--- src/rtl/word_write_merger.sv ---
// Byte-lane write merger for the cache data array: read the addressed block,
// replace one word lane with the CPU write data, and write the block back.
module word_write_merger #(
  parameter int WORD_W   = 8,
  parameter int WORDS    = 4,
  parameter int OFFSET_W = 2
) (
  input  logic                      clk,
  input  logic                      rst_n,
  input  logic                      wr_req,
  input  logic [OFFSET_W-1:0]       wr_offset,
  input  logic [WORD_W-1:0]         wr_data,
  output logic                      busy,
  output logic                      line_rd_req,
  input  logic                      line_rd_valid,
  input  logic [WORD_W*WORDS-1:0]   line_rd_data,
  output logic                      line_wr_en,
  output logic [WORD_W*WORDS-1:0]   line_wr_data,
  output logic                      done
);

  typedef enum logic [1:0] {
    S_IDLE = 2'd0,
    S_RD   = 2'd1,
    S_WR   = 2'd2,
    S_DONE = 2'd3
  } state_t;

  state_t                    r_state;
  state_t                    w_next;
  logic [OFFSET_W-1:0]       r_offset;
  logic [WORD_W-1:0]         r_data;
  logic [WORD_W*WORDS-1:0]   r_merged;
  logic [WORD_W*WORDS-1:0]   w_merged;
  logic                      r_busy;
  logic                      r_rd_req;
  logic                      r_wr_en;
  logic                      r_done;

  // Next-state decode; requests while busy and valid outside RD are ignored.
  always_comb begin
    w_next = r_state;
    case (r_state)
      S_IDLE: begin
        if (wr_req) w_next = S_RD;
        else        w_next = S_IDLE;
      end
      S_RD: begin
        if (line_rd_valid) w_next = S_WR;
        else               w_next = S_RD;
      end
      S_WR:    w_next = S_DONE;
      S_DONE:  w_next = S_IDLE;
      default: w_next = S_IDLE;
    endcase
  end

  // Lane k occupies bits [k*WORD_W +: WORD_W]; untouched lanes pass through.
  always_comb begin
    w_merged = line_rd_data;
    for (int k = 0; k < WORDS; k++) begin
      if (r_offset == OFFSET_W'(k)) begin
        w_merged[k*WORD_W +: WORD_W] = r_data;
      end else begin
        w_merged[k*WORD_W +: WORD_W] = line_rd_data[k*WORD_W +: WORD_W];
      end
    end
  end

  // State, latches and outputs; outputs are registered from the next state so
  // they line up exactly with the state they describe.
  always_ff @(posedge clk) begin
    if (!rst_n) begin
      r_state  <= S_IDLE;
      r_offset <= '0;
      r_data   <= '0;
      r_merged <= '0;
      r_busy   <= 1'b0;
      r_rd_req <= 1'b0;
      r_wr_en  <= 1'b0;
      r_done   <= 1'b0;
    end else begin
      r_state  <= w_next;
      r_busy   <= (w_next != S_IDLE);
      r_rd_req <= (w_next == S_RD);
      r_wr_en  <= (w_next == S_WR);
      r_done   <= (w_next == S_DONE);
      if ((r_state == S_IDLE) && wr_req) begin
        r_offset <= wr_offset;
        r_data   <= wr_data;
      end else begin
        r_offset <= r_offset;
        r_data   <= r_data;
      end
      if ((r_state == S_RD) && line_rd_valid) begin
        r_merged <= w_merged;
      end else begin
        r_merged <= r_merged;
      end
    end
  end

  assign busy         = r_busy;
  assign line_rd_req  = r_rd_req;
  assign line_wr_en   = r_wr_en;
  assign line_wr_data = r_merged;
  assign done         = r_done;

endmodule

--- config.mk ---
export PLATFORM = sky130hd
export DESIGN_NAME = word_write_merger
export DESIGN_NICKNAME = d
export VERILOG_FILES = /design/src/rtl/word_write_merger.sv
export SDC_FILE = /design/constraint.sdc
export NUM_CORES = 1
export LEC_CHECK = 0
export ABC_AREA = 0
export CORE_MARGIN = 2
export CORE_UTILIZATION = 30
export CTS_CLUSTER_DIAMETER = 150
export CTS_CLUSTER_SIZE = 28
export DETAILED_ROUTE_END_ITERATION = 12
export GPL_TIMING_DRIVEN = 0
export SYNTH_ARGS = -nofsm -noshare
export SYNTH_HDL_FRONTEND = slang
export SYNTH_SLANG_ARGS = --single-unit
export TNS_END_PERCENT = 20
--- constraint.sdc ---
create_clock -name clk -period 1.4 [get_ports clk]
set_input_delay 0.28 -clock clk [delete_from_list [all_inputs] [get_ports clk]]
set_output_delay 0.28 -clock clk [all_outputs]
set_load 0.01 [all_outputs]
==> flow_summary.json, run 1 <==
{
  "ys_ff_latch": 48,
  "synth_top_area_share": 0.4929,
  "synth_area_leader_cell": "dfxtp_1",
  "worstSetupEndpointType": "flip-flop",
  "grt_max_degree": 15,
  "synth.mux.area_fraction": 0.2157,
  "vias": 1687,
  "status": "finished, final reports clean",
  "hpwl_um": 4014,
  "tightest_slew_ps": 473.5,
  "p_per_area_nw_per_um2": 1059,
  "synthSimpleGateAreaFrac": 0.07510,
  "utilization": 0.4629,
  "drive_gt1_frac": 0.07018,
  "synthAdderAreaFrac": 0,
  "synthTopCellsByArea": "dfxtp_1, mux2i_1, o21ai_0, a21oi_1, nor2b_1",
  "via_per_inst": 4.660,
  "post_cts_buffers": 0,
  "h-tree-depth": 2,
  "synthesis.nets": 243,
  "power.leakage_nw": 1.463,
  "clk_path_buf_depth": 2,
  "max_freq_mhz": 762.6,
  "cts_tree": "done",
  "diodes": 0,
  "final_area_um2": 2923,
  "path_clk_slew_ps": 90,
  "maxCapViolations": 0,
  "rsz0062_at_grt": "no",
  "synthesis.area_um2": 1949,
  "synth_top_family_by_area": "multiplexers",
  "grt_pass1_wl_um": 8901,
  "area_growth_syn_to_layout_pct": 49.94,
  "crit_type": "in2reg",
  "grt_usage": 0.1583,
  "ios": 82,
  "finalSetupViolCount": 0,
  "dieHeight_um": 84.61,
  "ant_nets": 0,
  "fin_ws_ps": 88.75,
  "fin_crit_ps": 1311,
  "skew_ps": 6.535,
  "synth_xor_area_frac": 0,
  "vdd_drop_max_mv": 0.4304,
  "hold_buffers": 0,
  "cp_max_fo": 10,
  "overflow": 0,
  "period_share": 0.9366,
  "drc": 0,
  "grt_pass1_vias": 1716,
  "clockRootBuffer": "clkbuf_8",
  "worstHoldPathType": "in2reg",
  "clk_latency_ps": 300,
  "slew_headroom": 0.6843,
  "syn_area_per_cell_um2": 9.895,
  "final_max_slew_viol_count": 0,
  "wire_per_inst_um": 15.34,
  "startpoint_type": "input pin",
  "synth-compound-area-share": 0.1746,
  "die_x_um": 84.61,
  "synthesis.instances": 197,
  "core-area_um2": 6314,
  "place_congestion": 0.7759,
  "post_layout_nonfiller_instances": 362,
  "num_rows": 29,
  "cp.required_ps": 1590,
  "drtPass1Iterations": 4,
  "hold_viol_final": 0,
  "yosysWarnings": 0,
  "start_util": 0.3088,
  "worst-r2r-setup-slack_ps": 160,
  "antenna_found_initial": 0,
  "die_area_um2": 7159,
  "cts-buffers-inserted": 5,
  "arrival_ps": 1500,
  "routed_wl_um": 5552,
  "dpl_cell_area_um2": 2846,
  "portBuffers": 80,
  "cts.sinks": 48,
  "nets": 330,
  "synth_cell_types": 18,
  "drt-initial-drc-count": 59,
  "place_inst": 354,
  "yosysSeqAreaShare": 0.4929,
  "pre_cts_ws_ps": -416.7
}
## layer usage
layer	global-route usage	vias up	routed length [um]
met5	0	-	0
met1	0.2148	753	2711
met3	0.04326	2	318
li1	-	870	-
met4	0.03463	0	14
met2	0.2527	62	2508
## flip-flops by register name, summed over array words and instances (netlist names)
name	count
line_wr_data	32
r_data	8
r_offset	2
r_state	2
busy	1
done	1
line_rd_req	1
line_wr_en	1
## cell usage after synthesis (all sizes together)
cell,instances
a21oi,32
and2,2
and3b,1
buf,8
clkbuf,7
dfxtp,48
inv,2
mux2i,42
nand2,2
nand2b,2
nor2,2
nor2b,11
nor3b,2
o21ai,34
o21ba,1
or2,1
## repair_timing
item,in CTS,in global routing
endpoints found under the setup margin,66,9
endpoints found under the hold margin,0,0
resized for setup,42,3
## power breakdown
| part | total (W) | internal, W | leakage, nW | switching [W] |
|---|---|---|---|---|
| sequential | 0.00153 | 0.00146 | 0.393 | 0.0000741 |
| clock | 0.000991 | 0.000531 | 0.0552 | 0.000460 |
| combinational | 0.000571 | 0.000321 | 1.01 | 0.000250 |
| total | 0.00310 | 0.00231 | 1.46 | 0.000784 |
## kinds of logic (layout without fill, tap and decap cells)
kind of cell	after synthesis	in the layout
AO/OA/AOI/OAI	67	67
flip-flops	48	48
multiplexers	42	42
AND/OR/NAND/NOR	23	23
buffers and inverters	17	105
## final cells by class
type                    instances  area, um^2
clock inverters                 2       35.03
multi-input cells             132       908.4
repair buffers                 80       755.7
flip-flops and latches         48       960.9
plain buffers                  15       86.33
clock buffers                   6       72.57
well taps                      77       96.34
inverters                       2       7.507
fillers                       649        3391
## worst paths after layout
check,startpoint,cells after the start,endpoint
worst min-delay path,rst_n,2,r_data[0]
worst max register to register,r_state[1],4,line_wr_data[15]
worst min register to register,line_wr_data[20],2,line_wr_data[20]
worst max-delay path,line_rd_valid,5,line_wr_data[15]
## critical path, stage by stage
cell and delay, ps:
clkdlybuf4s50_1 480, and3b_2 250, buf_4 200, buf_4 200
a21oi_1 80
## placed cells by master (no fill, tap or decap)
master	netlist	final
nor3b_1	2	2
o21ba_2	1	1
clkbuf_1	7	6
bufinv_16	0	1
nand2b_1	2	2
nor2_1	1	1
nor2_4	1	1
buf_4	3	7
clkinv_2	0	1
mux2i_1	42	42
or2_1	1	1
buf_2	5	2
nor2b_1	11	11
nand2_1	2	2
a21oi_1	32	32
dlygate4sd2_1	0	36
dfxtp_1	48	48
o21ai_1	0	1
clkbuf_2	0	1
and2_1	2	2
inv_1	2	2
and3b_2	0	1
o21ai_0	34	33
clkdlybuf4s50_1	0	44
clkbuf_8	0	5
## stage by stage
step / setup TNS, ps / total power [W] / hold slack (ps)
floorplan: 0 / 0.001840 / 449.5
global placement: -14860 / 0.002183 / 522.9
detailed placement: -14810 / 0.002184 / 525.4
CTS: 0 / 0.003134 / 431.2
global route: 0 / 0.003254 / 473.6
finish: 0 / 0.003096 / 449.6
No activity file was read; power rests on OpenSTA's default activity.
==> run 2, diff against run 1 <==
PLACE_DENSITY_LB_ADDON = 0.25   (was not set)
==> flow_summary.json, run 2 (synthesis gave the netlist of run 1 again) <==
{
  "overflow": 0,
  "fin_crit_ps": 1339,
  "grt_pass1_vias": 1659,
  "clk_path_buf_depth": 2,
  "path_clk_slew_ps": 90,
  "drtPass1Iterations": 4,
  "power.leakage_nw": 1.461,
  "clk_latency_ps": 300,
  "nFillCells": 635,
  "largest_reg_flops": 32,
  "final_max_slew_viol_count": 0,
  "layout.cells.most_common_list": "dfxtp_1, clkdlybuf4s50_1, mux2i_1",
  "worstSetupEndpointType": "flip-flop",
  "grt_pass1_wl_um": 8659,
  "fin_ws_ps": 60.85,
  "vias": 1709,
  "via_per_inst": 4.721,
  "diodes": 0,
  "cp_slowest_cell": "clkdlybuf4s50_1",
  "dieHeight_um": 84.61,
  "startpoint_type": "input pin",
  "drc": 0,
  "grt_max_degree": 15,
  "finalSetupTns_ps": 0,
  "slew_headroom": 0.6880,
  "num_rows": 29,
  "h-tree-depth": 2,
  "p_per_area_nw_per_um2": 1060,
  "rsz0062_at_grt": "no",
  "period_share": 0.9565,
  "hpwl_um": 4076,
  "die_area_um2": 7159,
  "ant_nets": 0,
  "wire_per_inst_um": 15.57,
  "post_cts_buffers": 0,
  "worstPathCellList": "clkdlybuf4s50_1 -> and3b_1 -> buf_4 -> clkbuf_4 -> a21oi_1",
  "start_util": 0.3088,
  "post_layout_nonfiller_instances": 362,
  "cp_max_fo": 10,
  "cp.required_ps": 1590,
  "cts_tree": "done",
  "antenna_found_initial": 0,
  "ios": 82,
  "utilization": 0.4627,
  "nets": 330,
  "hold_buffers": 0,
  "core-area_um2": 6314,
  "maxCapViolations": 0,
  "drive_gt1_frac": 0.06667,
  "worstHoldPathType": "in2reg",
  "skew_ps": 8.736,
  "tightest_slew_ps": 466.9,
  "arrival_ps": 1530,
  "cts-buffers-inserted": 5,
  "cts.sinks": 48,
  "max_freq_mhz": 746.7,
  "place_congestion": 0.6988,
  "final_common_cell": "dfxtp_1",
  "crit_type": "in2reg",
  "routed_wl_um": 5638,
  "portBuffers": 80,
  "die_x_um": 84.61,
  "status": "finished, final reports clean",
  "grt_usage": 0.1580,
  "area_growth_syn_to_layout_pct": 49.87,
  "hold_viol_final": 0,
  "pre_cts_ws_ps": -373.6,
  "drt-initial-drc-count": 99,
  "max_stage_delay_ps": 480,
  "clockRootBuffer": "clkbuf_8",
  "finalSetupViolCount": 0,
  "place_inst": 354,
  "vdd_drop_max_mv": 0.4183
}
run 2: cell types whose count changed in the layout (fill, tap and decap cells not counted):
cell / delta
clkbuf_2: +1
o21ai_0: +1
o21ai_1: -1
and3b_2: -1
buf_4: -2
clkbuf_4: +2
and3b_1: +1
buf_2: -1
run 2: power by group:
group | internal (W) | switching, W
clock | 0.000531 | 0.000462
combinational | 0.000320 | 0.000248
sequential | 0.00146 | 0.0000764
total | 0.00231 | 0.000787
run 2: worst max-delay path: cells and delay by family:
kind	cells	cell delay, ps
buffers and inverters	3	900
AND/OR/NAND/NOR	1	250
AO/OA/AOI/OAI	1	90
run 2: worst paths after layout:
| path | slack, ps | depth (start not counted) | start | endpoint |
|---|---|---|---|---|
| setup / recovery | 60 | 5 | line_rd_valid | line_wr_data[1] |
| hold / removal | 410 | 2 | rst_n | r_data[2] |
| setup reg to reg | 110 | 4 | r_state[1] | line_wr_data[1] |
| hold reg to reg | 540 | 2 | line_wr_data[16] | line_wr_data[16] |
run 2: final cells by class:
| class | count | area [um^2] | share of cell area |
|---|---|---|---|
| plain buffers | 15 | 86.33 | 0.02955 |
| repair buffers | 80 | 755.7 | 0.2587 |
| clock buffers | 6 | 72.57 | 0.02484 |
| flip-flops and latches | 48 | 960.9 | 0.3289 |
| multi-input cells | 132 | 907.1 | 0.3105 |
| clock inverters | 2 | 35.03 | 0.01199 |
| well taps | 77 | 96.34 | 0.03298 |
| inverters | 2 | 7.507 | 0.002570 |
run 2: metrics by stage:
stage                     hold slack, ps  power (W)  area, um^2
after floorplan                    449.5   0.001840        1949
after global placement             519.1   0.002180        2846
after detailed placement           533.9   0.002188        2846
after CTS                          398.1   0.003137        2912
after global routing               438.7   0.003243        2922
final                              413.1   0.003097        2922
run 2: layer usage:
layer	up-vias	wire length (um)	track usage
met2	56	2545	0.2419
met3	6	320	0.04720
met5	-	0	0
met1	780	2713	0.2189
li1	867	-	-
met4	0	59	0.03896
run 2: what timing repair did:
action	CTS	global route
resized for setup	37	8
pin swaps	0	0
setup endpoints to repair	66	30
